$ cat config.mk
export PLATFORM = sky130hd
export DESIGN_NAME = link_scheduler
export DESIGN_NICKNAME = d
export VERILOG_FILES = /design/src/rtl/link_scheduler.sv
export SDC_FILE = /design/constraint.sdc
export NUM_CORES = 1
export LEC_CHECK = 0
export ABC_AREA = 1
export BUFFER_PORTS_ARGS = -buffer_cell sky130_fd_sc_hd__buf_2
export CORE_MARGIN = 1
export CORE_UTILIZATION = 52
export CTS_CLUSTER_SIZE = 10
export DETAILED_ROUTE_END_ITERATION = 12
export PLACE_DENSITY_LB_ADDON = 0.2
export SETUP_SLACK_MARGIN = 0.3
export SLEW_MARGIN = 5
export SYNTH_ARGS = -nofsm -noshare
export SYNTH_HDL_FRONTEND = slang
export SYNTH_SLANG_ARGS = --single-unit
$ cat constraint.sdc
create_clock -name clk -period 1.35 [get_ports clk]
set_input_delay 0.135 -clock clk [delete_from_list [all_inputs] [get_ports clk]]
set_output_delay 0.135 -clock clk [all_outputs]
set_load 0.03 [all_outputs]
$ cat src/rtl/link_scheduler.sv
// link_scheduler: sequences one encrypted-link transfer of WORDS words.
// Loads a common seed into both SSRGs, fetches each word, then gates the key
// generators and transmitter for BITS cycles, with GAP idle cycles between words.
// Optional feature macro: LINK_SCHED_RESEED_EN (reload key_seed at every FETCH).
// All outputs are registered Moore outputs.
module link_scheduler #(
  parameter int unsigned WORDS = 16,
  parameter int unsigned BITS  = 8,
  parameter int unsigned GAP   = 2
) (
  input  logic       clk,
  input  logic       rst,
  input  logic       start,
  input  logic       abort,
  input  logic [7:0] seed,
  output logic       busy,
  output logic       src_ena,
  output logic [3:0] word_addr,
  output logic       key_load,
  output logic [7:0] key_seed,
  output logic       key_ena,
  output logic       tx_ena,
  output logic [2:0] bit_idx,
  output logic       frame_sync,
  output logic       done,
  output logic       err
);

  typedef enum logic [2:0] {
    StIdle,
    StLoad,
    StFetch,
    StShift,
    StGap,
    StFinish
  } state_e;

  localparam logic [3:0] WordLast = 4'(WORDS - 1);
  localparam logic [2:0] BitLast  = 3'(BITS - 1);
  localparam logic [2:0] GapLast  = (GAP == 0) ? 3'd0 : 3'(GAP - 1);
  localparam bit         HasGap   = (GAP != 0);

`ifdef LINK_SCHED_RESEED_EN
  // Every word restarts the key stream from the latched seed.
  localparam bit ReseedEn = 1'b1;
`else
  // Key stream runs continuously across the whole transfer.
  localparam bit ReseedEn = 1'b0;
`endif

  state_e     state_q;
  logic [2:0] gap_cnt_q;

  // Sequencer FSM; each output register holds its value for the state being entered.
  always_ff @(posedge clk or posedge rst) begin
    if (rst) begin
      state_q    <= StIdle;
      gap_cnt_q  <= 3'd0;
      busy       <= 1'b0;
      src_ena    <= 1'b0;
      word_addr  <= 4'd0;
      key_load   <= 1'b0;
      key_seed   <= 8'd0;
      key_ena    <= 1'b0;
      tx_ena     <= 1'b0;
      bit_idx    <= 3'd0;
      frame_sync <= 1'b0;
      done       <= 1'b0;
      err        <= 1'b0;
    end else begin
      // Strobes are single-cycle unless the entered state re-asserts them.
      src_ena    <= 1'b0;
      key_load   <= 1'b0;
      key_ena    <= 1'b0;
      tx_ena     <= 1'b0;
      frame_sync <= 1'b0;
      done       <= 1'b0;

      if (state_q != StIdle && abort) begin
        // Abort wins over every other transition; done is never pulsed.
        state_q   <= StIdle;
        busy      <= 1'b0;
        err       <= 1'b1;
        word_addr <= 4'd0;
        bit_idx   <= 3'd0;
        gap_cnt_q <= 3'd0;
      end else begin
        case (state_q)
          StIdle: begin
            if (start && !abort) begin
              state_q   <= StLoad;
              busy      <= 1'b1;
              key_seed  <= seed;
              err       <= 1'b0;
              key_load  <= 1'b1;
              word_addr <= 4'd0;
            end
          end
          StLoad: begin
            state_q  <= StFetch;
            src_ena  <= 1'b1;
            key_load <= ReseedEn;
            bit_idx  <= 3'd0;
          end
          StFetch: begin
            state_q    <= StShift;
            key_ena    <= 1'b1;
            tx_ena     <= 1'b1;
            frame_sync <= 1'b1;
          end
          StShift: begin
            if (bit_idx == BitLast) begin
              bit_idx <= 3'd0;
              if (word_addr == WordLast) begin
                state_q <= StFinish;
                done    <= 1'b1;
              end else if (HasGap) begin
                state_q   <= StGap;
                gap_cnt_q <= 3'd0;
              end else begin
                state_q   <= StFetch;
                word_addr <= word_addr + 4'd1;
                src_ena   <= 1'b1;
                key_load  <= ReseedEn;
              end
            end else begin
              bit_idx <= bit_idx + 3'd1;
              key_ena <= 1'b1;
              tx_ena  <= 1'b1;
            end
          end
          StGap: begin
            if (gap_cnt_q == GapLast) begin
              state_q   <= StFetch;
              gap_cnt_q <= 3'd0;
              word_addr <= word_addr + 4'd1;
              src_ena   <= 1'b1;
              key_load  <= ReseedEn;
              bit_idx   <= 3'd0;
            end else begin
              gap_cnt_q <= gap_cnt_q + 3'd1;
            end
          end
          StFinish: begin
            state_q   <= StIdle;
            busy      <= 1'b0;
            word_addr <= 4'd0;
          end
          default: begin
            state_q <= StIdle;
            busy    <= 1'b0;
          end
        endcase
      end
    end
  end

endmodule
==> results by group, run 1 <==
Synthesis
  • Dominant cells by area after synthesis: dfrtp_1 50%, nand2_1 18%, nand3_1 5.4%
  • Synth Area in XOR/XNOR: 1.26%
  • Syn nets: 188
  • Seq/Total Area, Yosys: 50.5%
  • Largest family of logic cells by synthesized area: simple AND/OR/NAND/NOR gates
  • Synth Area in Adders: 3.60%
  • Mux contribution to synthesized area: 0%
  • Post-synth top area share: 50.5%
  • Mapped Area: 1390 um^2
  • Synth warn: 0
  • Simple-gate portion of the synthesized area: 34.5%
  • Post-synth cell types: 24
  • Compound-gate portion of the synthesized area: 3.96%
  • Synth Instances: 172
  • Largest area contributor in the netlist: dfrtp_1
  • Syn Area/Cell: 8.07 um^2
  • Flops & latches, synth: 28

Placement
  • PortBufs: 34
  • Routability Congestion: 0.833
  • HPWL after DPL: 2200 um

Clock network
  • CTS buffer count: 3
  • CTS sink count: 28
  • Root buffer cell: clkbuf_4
  • Htree depth: 1
  • CTS Buffer Depth: 2

Run status
  • Stop stage: 5_1_grt
  • Status: stopped before the end
  • Stop Error: [ERROR DPL-0038] Utilization greater than 100%, impossible to legalize

Timing
  • Worst End Pin Type: sequential cell input
  • GR repair worst EP: busy$_DFFE_PP0P_/D

Global routing
  • Maximum number of pins on one net before global-route repair: 29

Floorplan
  • Initial Util: 55.6%
  • Io pins: 35
  • # rows: 18
  • Die Span X: 53.7 um
  • Die height: 53.7 um
==> Yosys cell counts (all sizes together) <==
cell,instances
nand3,17
nand4,2
dfrtp,28
a21oi,5
xnor2,1
nand2,70
nor2,17
buf,2
nor3,1
inv,18
ha,4
xor2,1
o21ai,3
nand3b,1
or2,2
==> through the flow <==
stage                     hold WS (ns)  instances  setup slack [ns]  area (um^2)
after floorplan                  0.200        172             0.111         1480
after global placement           0.207        236             0.111         1680
after detailed placement         0.220        236            0.0394         1680
after CTS                      0.00182        271             0.107         2250
==> logic make-up after synthesis <==
| group | count (synthesis) |
|---|---|
| buffers and inverters | 20 |
| xor gates and xnor gates | 2 |
| DFF | 28 |
| and+or+nand+nor | 110 |
| AOI/OAI and AO/OA | 8 |
| adders and majority gates | 4 |
==> repair_timing <==
| item | 4_1_cts |
|---|---|
| buffers inserted | 22 |
| hold endpoints to repair | 34 |
| resized for setup | 78 |
| cloned | 2 |
| setup endpoints to repair | 45 |
| pin swaps | 20 |
| hold buffers | 7 |
==> run 2, diff against run 1 <==
- CORE_UTILIZATION: 52 -> 38
- CTS_CLUSTER_SIZE: 10 -> unset
- PLACE_DENSITY_LB_ADDON: 0.2 -> 0.15
- SETUP_SLACK_MARGIN: 0.3 -> unset
==> results by group, run 2 <==
Run status
  • Status: complete, no violations

Clock network
  • CTS buffer count: 3 (unchanged)
  • Clock transition at the registers of the reported paths: 0.15 ns
  • Htree depth: 1 (unchanged)
  • CTS Buffer Depth: 2 (unchanged)
  • Root buffer cell: clkbuf_4
  • CTS tree: built
  • CTS sink count: 28 (unchanged)
  • Clock latency on the worst-skew pair: 0.34 ns

Placement
  • Inst Count DP: 264 (+12%)
  • HPWL after DPL: 2280 um (+3.2%)
  • DP Worst Slack: 0.0224 ns (-0.0171 ns)
  • Routability Congestion: 0.850 (+2.2%)
  • PortBufs: 34 (unchanged)

Synthesis
  • Largest area contributor in the netlist: dfrtp_1
  • Syn Area/Cell: 8.07 um^2 (unchanged)
  • Flops & latches, synth: 28 (unchanged)
  • Count leader, synth: nand2_1
  • EDFF count, synth: 0 (unchanged)
  • Main synth FF type: dfrtp_1
  • Asr flop ratio synth: 100% (unchanged)
  • Post-synth top cells: 67 x nand2_1, 28 x dfrtp_1, 15 x inv_1, 15 x nand3_1, 14 x nor2_1
  • Seq/Total Area, Yosys: 50.5% (unchanged)
  • Post-synth cell types: 24 (unchanged)
  • Dominant cells by area after synthesis: dfrtp_1 50%, nand2_1 18%, nand3_1 5.4%
  • Synth warn: 0 (unchanged)
  • Post-synth top area share: 50.5% (unchanged)
  • Synth Instances: 172 (unchanged)
  • Mapped Area: 1390 um^2 (unchanged)
  • Syn nets: 188 (unchanged)

Layout
  • Register Area: 706 um^2
  • Biggest regs: key_seed: 8 flops, word_addr: 4 flops
  • Top reg by flops: key_seed
  • Highest-count cells in the layout ignoring fill and taps: 67 x nand2_1, 34 x buf_2, 24 x dfrtp_1
  • ANT cells: 0
  • Final Net Count: 254
  • Post-route insts no fill: 283
  • Number of flip-flops in the largest register: 8
  • Fraction of layout cells with a size suffix above 1: 36.7%
  • Most common cell after layout, fill and taps aside: nand2_1
  • Fillers: 323
  • Multi-input gate area: 644 um^2
  • Area grow syn2layout: 39.7%

Worst setup path
  • CP required: 1.60 ns
  • Crit path launch type: flip-flop
  • Crit end category: flip-flop
  • CP max FO: 6
  • Critical path arrival: 1.53 ns
  • Critical path class: reg2reg

Global routing
  • GRT overflow: 0
  • Maximum number of pins on one net before global-route repair: 29
  • Global-route wire length before repair: 5380 um
  • Initial antenna violation count: 0
  • Vias in the first global route: 1225
  • Gr usage total: 17.3%

Timing
  • Unrepaired setup endpoints after global routing: yes
  • Fin worst setup slack: 0.0720 ns
  • Slew headroom: 76.4%
  • Final period util: 94.7%
  • Endpoints failing setup: 0
  • Clk_skew: 0.00109 ns
  • Final Max Slew Viols: 0
  • Worst Max-Slew Pin Slew: 0.354 ns
  • Final min period: 1.28 ns
  • Fmax: 0.782 GHz
  • Final Hold Fails: 0

Power
  • Leak: 1.11 nW
  • Pwr Density: 1640 nW/um^2
  • Peak supply drop: 631 uV

Floorplan
  • Die Span X: 62.5 um (+16%)
  • Die height: 62.5 um (+16%)
  • Io pins: 35 (unchanged)
  • # rows: 21 (+3)
  • Initial Util: 40.7% (-15 points)
  • Core area: 3420 um^2
  • Die area: 3900 um^2

Run
  • Maxcap violations: 0

Routing
  • Residual DRC: 0
  • Vias: 1306
  • DRT Pass-1 Iters: 4
  • WL per Instance: 11.0 um
  • Via density: 4.61
  • DRT iter0 DRCs: 34
  • Antenna viol nets, final: 0
  • Routed WL: 3100 um

Worst hold path
  • Worst hold path class: in2reg
run 2: cell counts after synthesis:
Identical to the previous run, type by type.
run 2: timing repair:
item / 4_1_cts / 5_1_grt
gates resized for setup: 1 / 14
pin swaps: 0 / 3
hold buffers: 9 / 0
buffers inserted: 0 / 6
endpoints found under the hold margin: 36 / 0
endpoints found under the setup margin: 3 / 19
run 2: cell families (layout without fill, tap and decap cells):
logic type      after synthesis  after routing  share of synthesized area, %
compound gates                8              8                          3.96
xor+xnor                      2              2                          1.26
fa+ha+maj                     4              4                          3.60
buf+inv                      20             85                          6.22
flops                        28             28                          50.5
simple gates                110            110                          34.5
run 2: per-stage QoR:
stage                     area (um^2)  TNS (ns)  hold WS, ns  utilization (%)  power (mW)
after floorplan                  1390   -0.0163        0.200                -        2.11
after global placement           1710         0        0.215             49.9        2.54
after detailed placement         1710         0        0.221             49.9        2.56
after CTS                        1850         0       0.0423             54.1        3.13
after global routing             1940    -0.109       0.0488             56.8        3.40
final                            1940         0       0.0412             56.8        3.18
run 2: cell type report:
cell class	count	share of cell area, %
sequential	28	36.4
multi-input combinational	124	33.2
timing repair buffer	63	21.1
inverter	18	3.61
tap	46	2.97
clock inverter	1	1.55
clock buffer	3	1.16
run 2: path summary, 6_finish.rpt:
path	from	end	slack (ns)	cells past startpoint
setup / recovery	state_q[2]$_DFFE_PP0P_	word_addr[2]$_DFFE_PP0P_	0.07	6
hold / removal	abort	frame_sync$_DFF_PP0_	0.04	2
setup reg to reg	state_q[2]$_DFFE_PP0P_	word_addr[2]$_DFFE_PP0P_	0.07	6
hold reg to reg	key_seed[3]$_DFFE_PP0P_	key_seed[3]$_DFFE_PP0P_	0.50	2
max in group asynchronous	rst	bit_idx[0]$_DFFE_PP0P_	0.70	4
min in group asynchronous	rst	key_seed[4]$_DFFE_PP0P_	0.37	4
run 2: worst max-delay path, cell delays in order (launching register included):
cell	delay (ns)
dfrtp_2	0.48
nor2_1	0.21
buf_4	0.16
o21ai_4	0.06
buf_4	0.14
nand3_1	0.08
nand2_1	0.05
run 2: power by group:
part           internal, mW  switching [mW]
Sequential             1.05           0.120
Clock                 0.301           0.254
Combinational         0.506           0.955
Total                  1.85            1.33
run 2: routing by layer:
| metal | up-vias | part of all wire, % | GRT usage, % |
|---|---|---|---|
| met5 | - | 0 | 0 |
| met4 | 0 | 1.4 | 5.81 |
| met3 | 5 | 2.9 | 2.37 |
| met2 | 25 | 52 | 30.8 |
| met1 | 606 | 44 | 21.4 |
| li1 | 670 | - | - |
Note: power is estimated with default switching activity, not from simulation.
